<file path="config.mk">
export PLATFORM = sky130hd
export DESIGN_NAME = ysyx_22040088_ifu
export DESIGN_NICKNAME = d
export VERILOG_FILES = /design/src/rtl/ysyx_22040088_ifu.sv
export SDC_FILE = /design/constraint.sdc
export NUM_CORES = 1
export LEC_CHECK = 0
export ABC_AREA = 0
export CORE_ASPECT_RATIO = 0.6
export CORE_UTILIZATION = 49
export CTS_CLUSTER_DIAMETER = 30
export DETAILED_ROUTE_END_ITERATION = 12
export PLACE_DENSITY = 0.9
export SYNTH_ARGS = -nofsm -noshare
export SYNTH_HDL_FRONTEND = slang
export SYNTH_SLANG_ARGS = --single-unit
</file>
<file path="constraint.sdc">
create_clock -name clk -period 4.84 [get_ports clk]
set_input_delay 0.968 -clock clk [delete_from_list [all_inputs] [get_ports clk]]
set_output_delay 0.968 -clock clk [all_outputs]
set_load 0.005 [all_outputs]
</file>
<file path="src/rtl/ysyx_22040088_ifu.sv">
// Instruction fetch unit: one outstanding imem request, single-entry output
// register toward the decoder, redirect squashes in-flight or held fetches.
// Optional macro YSYX_22040088_IFU_ALIGN_CHK_EN: misaligned redirect targets
// are not fetched; a marked NOP is presented instead and the unit halts
// until the next redirect.
module ysyx_22040088_ifu #(
  parameter logic [63:0] RESET_PC = 64'h8000_0000
) (
  input  logic        clk,
  input  logic        rst,
  input  logic        redirect_valid,
  input  logic [63:0] redirect_pc,
  output logic        imem_req_valid,
  input  logic        imem_req_ready,
  output logic [63:0] imem_req_addr,
  input  logic        imem_rsp_valid,
  input  logic [31:0] imem_rsp_data,
  output logic        out_valid,
  input  logic        out_ready,
  output logic [63:0] out_pc,
  output logic [31:0] out_inst,
  output logic        out_misalign
);

  localparam logic [31:0] NOP = 32'h0000_0013;

  typedef enum logic [1:0] {S_REQ, S_WAIT, S_OUT, S_HALT} state_e;

  state_e      state_q, state_d;
  logic [63:0] pc_q, pc_d;
  logic [63:0] opc_q, opc_d;
  logic [31:0] inst_q, inst_d;
  logic        drop_q, drop_d;

  // Effective next fetch target: a redirect this cycle wins over the held pc.
  logic [63:0] tgt;
  logic        tgt_bad;
  logic        load_nop;
  logic        halt_on_ack;

  assign tgt = redirect_valid ? redirect_pc : pc_q;

`ifdef YSYX_22040088_IFU_ALIGN_CHK_EN
  logic mis_q, mis_d;
  assign tgt_bad      = (tgt[1:0] != 2'b00);
  assign halt_on_ack  = mis_q;
  assign out_misalign = mis_q;
`else
  assign tgt_bad      = 1'b0;
  assign halt_on_ack  = 1'b0;
  assign out_misalign = 1'b0;
`endif

  assign imem_req_addr = pc_q;
  assign out_pc        = opc_q;
  assign out_inst      = inst_q;

  // Next-state and handshake logic; redirect always takes priority.
  always_comb begin
    state_d        = state_q;
    pc_d           = pc_q;
    opc_d          = opc_q;
    inst_d         = inst_q;
    drop_d         = drop_q;
    imem_req_valid = 1'b0;
    out_valid      = 1'b0;
    load_nop       = 1'b0;
`ifdef YSYX_22040088_IFU_ALIGN_CHK_EN
    mis_d          = mis_q;
`endif
    unique case (state_q)
      S_REQ: begin
        imem_req_valid = 1'b1;
        if (redirect_valid) pc_d = redirect_pc;
        // A request accepted together with a redirect is for the old pc;
        // its response must be thrown away.
        if (imem_req_ready) begin
          state_d = S_WAIT;
          drop_d  = redirect_valid;
        end else if (redirect_valid && tgt_bad) begin
          load_nop = 1'b1;
        end
      end
      S_WAIT: begin
        if (redirect_valid) begin
          pc_d   = redirect_pc;
          drop_d = 1'b1;
        end
        if (imem_rsp_valid) begin
          if (drop_q || redirect_valid) begin
            // Stale response: discard, then refetch (or present a
            // misaligned marker if the pending target is bad).
            drop_d = 1'b0;
            if (tgt_bad) load_nop = 1'b1;
            else         state_d  = S_REQ;
          end else begin
            inst_d  = imem_rsp_data;
            opc_d   = pc_q;
            state_d = S_OUT;
`ifdef YSYX_22040088_IFU_ALIGN_CHK_EN
            mis_d   = 1'b0;
`endif
          end
        end
      end
      S_OUT: begin
        out_valid = 1'b1;
        if (redirect_valid) begin
          pc_d = redirect_pc;
          if (tgt_bad) load_nop = 1'b1;
          else         state_d  = S_REQ;
        end else if (out_ready) begin
          if (halt_on_ack) begin
            state_d = S_HALT;
          end else begin
            pc_d    = pc_q + 64'd4;
            state_d = S_REQ;
          end
        end
      end
      S_HALT: begin
        if (redirect_valid) begin
          pc_d = redirect_pc;
          if (tgt_bad) load_nop = 1'b1;
          else         state_d  = S_REQ;
        end
      end
    endcase
    if (load_nop) begin
      state_d = S_OUT;
      opc_d   = tgt;
      inst_d  = NOP;
`ifdef YSYX_22040088_IFU_ALIGN_CHK_EN
      mis_d   = 1'b1;
`endif
    end
  end

  // State and datapath registers with synchronous reset.
  always_ff @(posedge clk) begin
    if (rst) begin
      state_q <= S_REQ;
      pc_q    <= RESET_PC;
      opc_q   <= RESET_PC;
      inst_q  <= NOP;
      drop_q  <= 1'b0;
`ifdef YSYX_22040088_IFU_ALIGN_CHK_EN
      mis_q   <= 1'b0;
`endif
    end else begin
      state_q <= state_d;
      pc_q    <= pc_d;
      opc_q   <= opc_d;
      inst_q  <= inst_d;
      drop_q  <= drop_d;
`ifdef YSYX_22040088_IFU_ALIGN_CHK_EN
      mis_q   <= mis_d;
`endif
    end
  end

endmodule
</file>
==> run summary <==
number of global-route vias before repair: 7315
worst rel slew slack: 20.8%
first-pass GRT wire length: 37500 um
RSZ-0062 raised after global routing: no
Port-buffer cells: 263
setup tns final: 0 ns
count of final setup violators: 0
vias per inst: 5.50
die area: 15400 sq um
Final Cycle Share: 69.8%
Gate Count Post-Synth: 938
max-slew violation count: 0
cts hold-fix bufs: 0
worst skew pair latency: 0.42 ns
worst hold path endpoint: out_inst[14]$_SDFFE_PP0P_
Hold WC Path Type: reg2reg
ant diodes: 0
CTS tree: done
Routed WL: 23200 um
synthesis-stage register bit count: 163
initial antenna violation count: 0
ys async rst share: 0%
hold depth: 2
Residual DRC: 0
Root Buffer: clkbuf_16
largest net degree at the start of global routing: 97
status: finished clean
FF-to-FF End: imem_req_addr[58]$_SDFFE_PP0P_
Layout Nets: 1263
sequential element share of the synthesized area: 44.6%
Final Hold Fails: 0
FP Rows: 34
Placed Cells: 1339
Routed WL per cell: 16.9 um
Post-Layout Cell Count: 1371
Clock Tree Buf Depth: 2
final worst slack: 1.46 ns
P_leak: 3.80 nW
syn avg cell area: 7.79 sq um
Final GP Congestion: 0.881
Area after DPL: 9980 sq um
Max Clk Rate: 296 MHz
Period minus WS final: 3.38 ns
Tot GR Track Use: 30.0%
RR Startpoint: imem_req_addr[2]$_SDFFE_PP0P_
dpl ws: 1.11 ns
top_reg_cell synth: dfxtp_1
Layout area overhead: 44.5%
Mapped Area: 7310 sq um
io pins: 265
core area: 14500 sq um
Worst R2R Setup Slack: 1.66 ns
design area: 10600 sq um
post-synthesis cell type count: 54
R2R cell count: 7
Ys Warns: 0
syn_nets: 1041
critical path arrival: 3.70 ns
worst slew pin tran: 1.19 ns
clock-pin slew on the worst setup and hold paths: 0.07 ns
Setup crit start kind: input port
share of cells above drive strength 1: 4.43%
CTS Sinks: 163
Worst setup EP type: flip-flop
Detail Route Antenna Nets: 0
CP Class: in2reg
vias: 7541
Required @ worst endpoint: 5.16 ns
Critical Path Fanout Max: 11
DPL Wire Length: 16300 um
fill count: 1144
skew final: 0.0139 ns
DR pass1 iterations: 5
CTS Buf Count: 17
H-tree levels: 4
Die Wd: 160 um
Hold Path Origin: out_inst[14]$_SDFFE_PP0P_
post-cts sizing count: 0
max-cap violation count: 0
cell area power density: 297 nW/um^2
Die H: 96.6 um
number of DRC markers in iteration 0: 652
postcts setup bufs: 0
total gr overflow: 0
Initial Util: 50.4%
Max VDD drop: 195 uV
EDFF count, synth: 0
[worst max-delay path by stage]
stage | slack (ns) | cells after the start | from | end
final | 1.46 | 7 | out_ready | imem_req_addr[58]$_SDFFE_PP0P_
after global routing | 1.39 | 7 | out_ready | imem_req_addr[58]$_SDFFE_PP0P_
after CTS | 1.52 | 7 | out_ready | imem_req_addr[58]$_SDFFE_PP0P_
after detailed placement | 1.11 | 7 | out_ready | imem_req_addr[58]$_SDFFE_PP0P_
after global placement | 1.17 | 7 | out_ready | imem_req_addr[58]$_SDFFE_PP0P_
after floorplan | 2.29 | 7 | out_ready | imem_req_addr[58]$_SDFFE_PP0P_
[worst max-delay path, stage by stage]
cell             delay [ns]
clkdlybuf4s50_1        0.57
and3b_1                0.22
nand4_1                0.45
nor4_2                 0.87
nor3b_1                0.33
xor2_1                 0.10
o21a_1                 0.17
[layer usage]
metal | GRT usage [%] | share of wire, % | up-vias
met5 | 0 | 0 | -
met4 | 9.39 | 1.9 | 0
li1 | - | - | 3644
met2 | 48.5 | 46 | 308
met1 | 39.3 | 44 | 3548
met3 | 7.59 | 8.6 | 41
[cell usage in the layout, fill, tap and decap left out, types with 5 or more instances in the layout]
cell             instances
dfxtp_1                163
and3_1                  13
and4_1                  12
mux2i_1                 16
nor2b_1                 12
xor2_1                  18
o21a_1                  19
nand2_1                219
nand3b_1                 6
inv_1                   28
nand3_1                 32
clkinv_4                 5
nor2_1                  58
nand4_1                 21
xnor2_1                 23
nor3_1                  23
buf_4                   10
clkbuf_16               17
nor4_1                  15
clkdlybuf4s50_1        261
nor3b_1                  5
a21oi_1                134
[cells by family (layout without fill, tap and decap cells)]
kind of cell             count (synthesis)  after routing  synth area share (%)
AND/OR/NAND/NOR                        434            434                  28.2
AO/OA/AOI/OAI                          186            186                  14.6
flip-flops                             163            163                  44.6
buffers and inverters                   96            331                  5.19
XOR/XNOR                                41             41                  4.91
multiplexers                            16             16                  2.19
adder cells (fa/ha/maj)                  1              1                 0.171
other                                    1              1                0.0513
[area by class of cell]
type	instances	area, sq um	area share (%)
clock buffer	20	467	4.42
clock inverter	12	113	1.07
inverter	28	105	0.995
multi-input combinational	679	3680	34.8
sequential	163	3260	30.9
tap	198	248	2.35
timing repair buffer	271	2690	25.5
[state kept, by name, indices dropped and copies added, names as in the netlist]
name and count:
drop_q 1, imem_req_addr 64, out_inst 32, out_pc 64
state_q 2
[through the flow]
| step | power [mW] | utilization, % | hold WS (ns) |
|---|---|---|---|
| 6_report | 3.14 | 72.8 | 0.453 |
| 5_1_grt | 3.25 | 72.8 | 0.471 |
| 4_1_cts | 3.14 | 72.8 | 0.455 |
| 3_5_place_dp | 1.83 | 68.8 | 0.445 |
| 3_3_place_gp | 1.82 | 68.8 | 0.441 |
| 2_1_floorplan | 1.61 | - | 0.453 |
[synth_stat cells (2+ instances only)]
master     instances  area share, %
nand2_1          219             11
dfxtp_1          163             45
a21oi_1          134            9.2
nor2_1            58            3.0
clkbuf_1          57            2.9
nand3_1           32            2.2
inv_1             28            1.4
nor3_1            23            1.6
xnor2_1           23            2.8
nand4_1           21            1.8
o21a_1            19            2.0
xor2_1            18            2.2
mux2i_1           16            2.2
nor4_1            16            1.4
and3_1            13            1.1
and4_1            12            1.4
nor2b_1           12            1.0
nand3b_1           6           0.62
buf_1              5           0.26
nor3b_1            5           0.51
a2111oi_0          4           0.48
a211o_1            4           0.48
a21o_1             4           0.41
o21ai_0            4           0.27
a211oi_1           3           0.31
a311oi_1           3           0.36
a22oi_1            2           0.21
and2_1             2           0.17
buf_2              2           0.14
buf_4              2           0.21
nand2b_1           2           0.17
nor4_2             2           0.34
o22ai_1            2           0.17
o31ai_1            2           0.21
[report_power, final]
group / leakage, nW / internal (mW) / total (mW) / switching (mW)
clock: 0.288 / 0.720 / 1.33 / 0.609
combinational: 2.18 / 0.208 / 0.346 / 0.138
sequential: 1.33 / 1.39 / 1.46 / 0.0729
total: 3.80 / 2.32 / 3.14 / 0.820
Power figures use the tool's default switching activity.
